File: config.mk
export PLATFORM = sky130hd
export DESIGN_NAME = rr_arbiter8
export DESIGN_NICKNAME = d
export VERILOG_FILES = /design/src/rtl/rr_arbiter8.sv
export SDC_FILE = /design/constraint.sdc
export NUM_CORES = 1
export LEC_CHECK = 0
export BUFFER_PORTS_ARGS = -buffer_cell sky130_fd_sc_hd__buf_2
export CORE_MARGIN = 4
export CORE_UTILIZATION = 31
export CTS_CLUSTER_SIZE = 10
export DETAILED_ROUTE_END_ITERATION = 8
export PLACE_DENSITY_LB_ADDON = 0.05
export RECOVER_POWER = 100
export SLEW_MARGIN = 0
export SYNTH_ARGS = -nofsm -noshare
export SYNTH_HDL_FRONTEND = slang
export SYNTH_SLANG_ARGS = --single-unit
export TNS_END_PERCENT = 100
File: constraint.sdc
create_clock -name clk -period 4.15 [get_ports clk]
set_clock_uncertainty 0.2 [all_clocks]
set_input_delay 0.2075 -clock clk [delete_from_list [all_inputs] [get_ports clk]]
set_output_delay 0.2075 -clock clk [all_outputs]
set_load 0.05 [all_outputs]
File: src/rtl/rr_arbiter8.sv
// rr_arbiter8 -- round-robin arbiter sharing one resource among 8 requesters.
//
// A rotating pointer selects where the request scan starts. The winner gets
// a registered one-hot grant plus its 3-bit index. The index is an OR-encoding
// of the one-hot grant. An owner keeps the grant until it drops its request,
// or until HOLD_LIMIT consecutive cycles have elapsed (HOLD_LIMIT = 0 means
// no limit). Every release passes through one idle cycle before the next
// grant is issued.
//
// Ports:
//   clk        clock, rising edge
//   rst_n      asynchronous active-low reset
//   req[7:0]   request lines, req[k] = requester k wants the resource
//   gnt[7:0]   registered one-hot grant, zero when there is no owner
//   gnt_idx    encoded index of the set gnt bit, zero when idle
//   gnt_valid  high while any gnt bit is set
//   forced     one-cycle pulse after a grant is revoked by HOLD_LIMIT
module rr_arbiter8 #(
    parameter int unsigned HOLD_LIMIT = 16
) (
    input  logic       clk,
    input  logic       rst_n,
    input  logic [7:0] req,
    output logic [7:0] gnt,
    output logic [2:0] gnt_idx,
    output logic       gnt_valid,
    output logic       forced
);

    typedef enum logic {IDLE, GRANT} state_t;

    state_t     state_q;
    logic [2:0] ptr_q;
    logic [7:0] hcnt_q;

    logic [7:0] win_oh_d;
    logic       limit_hit;

    // OR-based 8-to-3 encoder; only meaningful for one-hot or zero input.
    function automatic logic [2:0] enc8(input logic [7:0] oh);
        enc8[0] = oh[1] | oh[3] | oh[5] | oh[7];
        enc8[1] = oh[2] | oh[3] | oh[6] | oh[7];
        enc8[2] = oh[4] | oh[5] | oh[6] | oh[7];
    endfunction

    // The first set request at or after the pointer, wrapping modulo 8.
    always_comb begin
        logic       found;
        logic [2:0] idx;
        win_oh_d = '0;
        found    = 1'b0;
        for (int i = 0; i < 8; i++) begin
            idx = ptr_q + 3'(i);
            if (!found && req[idx]) begin
                found         = 1'b1;
                win_oh_d[idx] = 1'b1;
            end
        end
    end

    assign limit_hit = (HOLD_LIMIT != 0) && (hcnt_q == 8'(HOLD_LIMIT));

    always_ff @(posedge clk or negedge rst_n) begin
        if (!rst_n) begin
            state_q   <= IDLE;
            ptr_q     <= '0;
            hcnt_q    <= '0;
            gnt       <= '0;
            gnt_idx   <= '0;
            gnt_valid <= 1'b0;
            forced    <= 1'b0;
        end else begin
            forced <= 1'b0;
            case (state_q)
                IDLE: begin
                    if (|req) begin
                        gnt       <= win_oh_d;
                        gnt_idx   <= enc8(win_oh_d);
                        gnt_valid <= 1'b1;
                        hcnt_q    <= 8'd1;
                        state_q   <= GRANT;
                    end
                end
                GRANT: begin
                    if (!req[gnt_idx] || limit_hit) begin
                        // A normal release and a forced release update the same state.
                        // The pointer moves past the owner, so a revoked requester
                        // competes in the scan like any other requester.
                        gnt       <= '0;
                        gnt_idx   <= '0;
                        gnt_valid <= 1'b0;
                        ptr_q     <= gnt_idx + 3'd1;
                        hcnt_q    <= '0;
                        forced    <= req[gnt_idx];
                        state_q   <= IDLE;
                    end else if (hcnt_q != 8'hFF) begin
                        hcnt_q <= hcnt_q + 8'd1;
                    end
                end
                default: state_q <= IDLE;
            endcase
        end
    end

endmodule

---- Yosys cells after proc, flatten, opt, wreduce, memory -nomap -nowiden ----
Cells that the tools add are included.
word-level totals
  bits in registers ....................... 25
  input port bits ......................... 10
  output and inout bits ................... 13
cells by class
  add/subtract/negate cells ............... 9
  order comparisons ....................... 17
  equal/unequal tests ..................... 5
  mux-type cells .......................... 67
  bitwise operators ....................... 17
  reduce and logical (&&, ||, !) cells .... 28
operator list
  cell                 number
  $mux 8               13
  $or 8x8->8           7
  $lt 3x4->1 const B   9
  $pmux 8 s2           2
  $mux 1               30
  $bmux 1 s3           9
  $demux 1 s3          8
  $ge 3x1->1 const B   8
  $logic_and 1x1->1    15
  $add 3x3->3 const B  4
  $or 1x1->1           9
  $add 8x1->8 const B  1
  $eq 8x5->1 const B   1
  $logic_not 1->1      8
  $ne 8x8->1 const B   1
  $reduce_or 8->1      1
  $add 3x1->3 const B  2
  $add 3x2->3 const B  2
  $mux 3               2
  $pmux 3 s2           1
  $reduce_and 2->1     3
  $pmux 1 s2           2
  $ne 3x1->1 const B   1
  $ne 2x1->1 const B   1
  3 further kinds      3

---- Depth between registers and ports, before layout ----
  depth after elaboration ................. 29
  depth in mapped cells ................... 14

---- Worst setup path before layout ----
OpenSTA, ideal clock, no wires.
  kind .................................... register to register
  start ................................... reg ptr_q[0]
  end ..................................... reg gnt_idx[0]
  library setup time ...................... 121 ps
  arrival time ............................ 3,109 ps
  data required time ...................... 3,829 ps
  path slack .............................. 720 ps
  cell stages (with the launch flop) ...... 15
  path buffers ............................ 4
  cell sequence ........................... dfrtp_1 -> buf_6 -> inv_1 -> clkbuf_8 -> ha_1 -> buf_6 -> mux2i_1 -> mux4_2 -> a32oi_4 -> buf_8 -> o31ai_1 -> a311oi_1 -> o22a_2 -> nand4b_1 -> a22o_1
on the way
  longest elaborated chain between the ends .. 29
ends and longest elaborated chain
  item                                                                 RTL line  source
  start, declared                                                      33        logic [2:0] ptr_q;
  start signal, assigned                                               92        ptr_q <= gnt_idx + 3'd1;
  parallel branches: the longest is 23 deep, another holds $lt 3x4->1  -
  $mux 8 (*)                                                           54        if (!found && req[idx]) begin
  $or 1x1->1 (2 in a row)                                              41        enc8[0] = oh[1] | oh[3] | oh[5] | oh[7];
  $or 1x1->1 (*)                                                       41
  $mux 3 (*)                                                           76        if (|req) begin
  $pmux 3 s2 (*)                                                       74        case (state_q)
  end signal, assigned                                                 78        gnt_idx <= enc8(win_oh_d);
  end, declared                                                        25        output logic [2:0] gnt_idx,
Every way passes the cells marked *. The select of a mux whose other input is x is not followed.
A chain may end at the register's enable or synchronous reset.

---- Final worst setup path ----
  start ................................... reg ptr_q[1]
  end ..................................... reg gnt_idx[0]
The elaborated chain is that of the path after synthesis.

==> impl_metrics.tcl <==
set metrics [dict create \
    status "complete, no violations" \
    rrSetupSlack_ns 0.47 \
    hold_viol 0 \
    finalSetupTns_ns 0 \
    place_ws_ns 0.7379 \
    cts-resized-gates 0 \
    worstMarginPinSlew_ns 1.399 \
    syn_area_um2 2308 \
    grt_pass1_wl_um 9936 \
    ys_ff_latch 25 \
    report.final.setup_viol 0 \
    fin_crit_ns 3.683 \
    drt_iter0_drc 127 \
    dr.pass1.iters 4 \
    die_area_um2 8892 \
    grtUsageTotal_pct 14.27 \
    fin_util_pct 34.38 \
    p_comb_share_pct 76.3 \
    max_freq_mhz 271.5 \
    core_area_um2 7253 \
    cts_setup_buffers 0 \
    cts_buffers 3 \
    die_h_um 94.30 \
    syn_avg_cell_area_um2 10.04 \
    pin_count 23 \
    die_width_um 94.30 \
    critPathRequiredTime_ns 4.12 \
    antenna_found_initial 0 \
    cts_max_level 1 \
    rsz0062_at_grt "no" \
    syn_nets 249 \
    fillerInstances 783 \
    drc 0 \
    internal_power_mw 1.042 \
    ys_types 53 \
    slew_headroom_pct 6.754 \
    drive_above_1_share_pct 16.14 \
    grt_max_degree 26 \
    critPathLaunchType "flip-flop" \
    syn_inst 230 \
    initial_core_util_pct 31.83 \
    ir_worst_vdd_uv 228.2 \
    synth_ff_type "dfrtp_1" \
    gr-total-overflow 0 \
    place_inst 348 \
    p_per_area_nw_per_um2 891.7 \
    wl_per_cell_um 16.59 \
    layout_setup_ws_ns 0.4673 \
    yosys_warnings 0 \
    vias 1900 \
    viasPerCell 5.382 \
    power.switching_mw 1.182 \
    n_antenna_cell 0 \
    p_sw_share_pct 53.13 \
    arrival_ns 3.65 \
    clkSinkCount 25 \
    hpwl_um 4521 \
    area_growth_pct 8.022 \
    synth_edf_count 0 \
    path_clk_slew_ns 0.09 \
    end_kind "flip-flop" \
    drv_slew 0 \
    ctsHoldBuffers 1 \
    io_buffers 22 \
    max-cap-violations 0 \
    cts_root_buffer "clkbuf_8" \
    async_reset_ff_share_pct 100.0 \
    gp_congestion 0.8388 \
    grt_pass1_vias 1923 \
    num_rows 31 \
    p_leak_nw 1.025 \
    p_clk_share_pct 6.6 \
    finalNonFillerCells 353 \
    routed_wl_um 5855 \
    crit_type "flip-flop to flip-flop" \
    clock_latency_ns 0.27 \
    hp-class "input pin to flip-flop" \
    layout.nets 274 \
    most-common-layout-cells "nand2_1, dfrtp_1, clkbuf_1" \
    cts_tree "yes" \
    ant_nets 0 \
    seq_area_frac_synth_pct 27.10 \
    finalCritPeriodShare_pct 88.74 \
    clockBufferDepth 2 \
    seq_power_share_pct 17.1 \
    critPathMaxFanout 13 \
]
-- power groups by stage --
stage          logic (mW)  registers, mW  clock network [mW]
2_1_floorplan        1.32          0.522                   0
3_3_place_gp         1.82          0.385                   0
3_5_place_dp         1.77          0.384                   0
4_1_cts              1.78          0.380               0.155
6_report             1.70          0.380               0.146
5_1_grt              1.88          0.392               0.168
-- critical path, stage by stage, from the launching register on --
cell,delay [ns]
dfrtp_1,0.35
inv_1,0.07
ha_1,0.52
mux2i_1,0.15
mux4_1,0.57
a32oi_1,0.38
buf_4,0.27
nor3_1,0.07
a221oi_1,0.43
mux2_1,0.26
nand4b_1,0.11
a22o_1,0.20
-- logic make-up (layout without fill, tap and decap cells) --
group,after synthesis,count (layout),share of synthesized area (%)
mux,32,32,22.82
buf+inv,22,46,6.178
simple gates,88,88,19.62
compound gates,45,45,15.99
xor+xnor,9,9,3.415
fa+ha+maj,9,9,4.878
flops,25,25,27.10
-- metrics by stage --
stage	hold slack (ns)	instance area (um2)	power [mW]
5_1_grt	0.2937	2494	2.439
4_1_cts	0.2595	2554	2.315
3_5_place_dp	0.05030	2497	2.159
3_3_place_gp	0.05064	2497	2.207
6_report	0.2624	2494	2.224
2_1_floorplan	-0.2881	2308	1.846
-- registers in the layout, summed over array words and instances (netlist names) --
name and cells:
gnt_valid 1, gnt_idx 3, gnt 8, forced 1, hcnt_q 8, ptr_q 3, state_q 1
-- layer usage --
| metal | global-route usage, % | up-vias | routed length [um] |
|---|---|---|---|
| met5 | 0 | - | 0 |
| met3 | 2.484 | 2 | 202 |
| met2 | 22.81 | 31 | 2632 |
| met1 | 20.95 | 940 | 3010 |
| li1 | - | 927 | - |
| met4 | 1.083 | 0 | 10 |
-- Yosys cell counts, types with 4 or more instances --
| cell type | instances | area, um2 |
|---|---|---|
| a21oi_1 | 7 | 35.03 |
| a22o_1 | 4 | 35.03 |
| a32o_1 | 7 | 70.07 |
| and3_1 | 5 | 31.28 |
| dfrtp_1 | 25 | 625.6 |
| ha_1 | 9 | 112.6 |
| inv_1 | 12 | 45.04 |
| mux2_2 | 6 | 67.56 |
| mux2i_1 | 9 | 90.09 |
| mux4_1 | 4 | 105.1 |
| mux4_2 | 10 | 225.2 |
| nand2_1 | 25 | 93.84 |
| nand3_1 | 13 | 65.06 |
| nand4_1 | 4 | 25.02 |
| nor2_1 | 14 | 52.55 |
| nor3_1 | 7 | 35.03 |
| o21ai_0 | 4 | 20.02 |
| o21ai_1 | 4 | 20.02 |
| o31ai_1 | 4 | 30.03 |
| xor2_1 | 7 | 61.31 |
-- path summary, 6_finish.rpt --
path                                 startpoint                     end  depth (start not counted)
setup / recovery           ptr_q[1]$_DFFE_PN0P_  gnt_idx[0]$_DFFE_PN0P_                         11
hold / removal                           req[5]   hcnt_q[6]$_DFFE_PN0P_                          4
setup reg to reg           ptr_q[1]$_DFFE_PN0P_  gnt_idx[0]$_DFFE_PN0P_                         11
hold reg to reg              gnt[2]$_DFFE_PN0P_      gnt[2]$_DFFE_PN0P_                          2
max in group asynchronous                 rst_n        forced$_DFF_PN0_                          2
min in group asynchronous                 rst_n      gnt[0]$_DFFE_PN0P_                          2
-- cell type report --
class	count	area (um2)	area share, %
clock buffer	3	41.29	1.656
clock inverter	1	5.005	0.2007
inverter	12	45.04	1.806
multi-input combinational	183	1501	60.21
sequential	25	625.6	25.09
tap	99	123.9	4.967
timing repair buffer	30	151.4	6.071
Note: power is estimated with default switching activity, not from simulation.
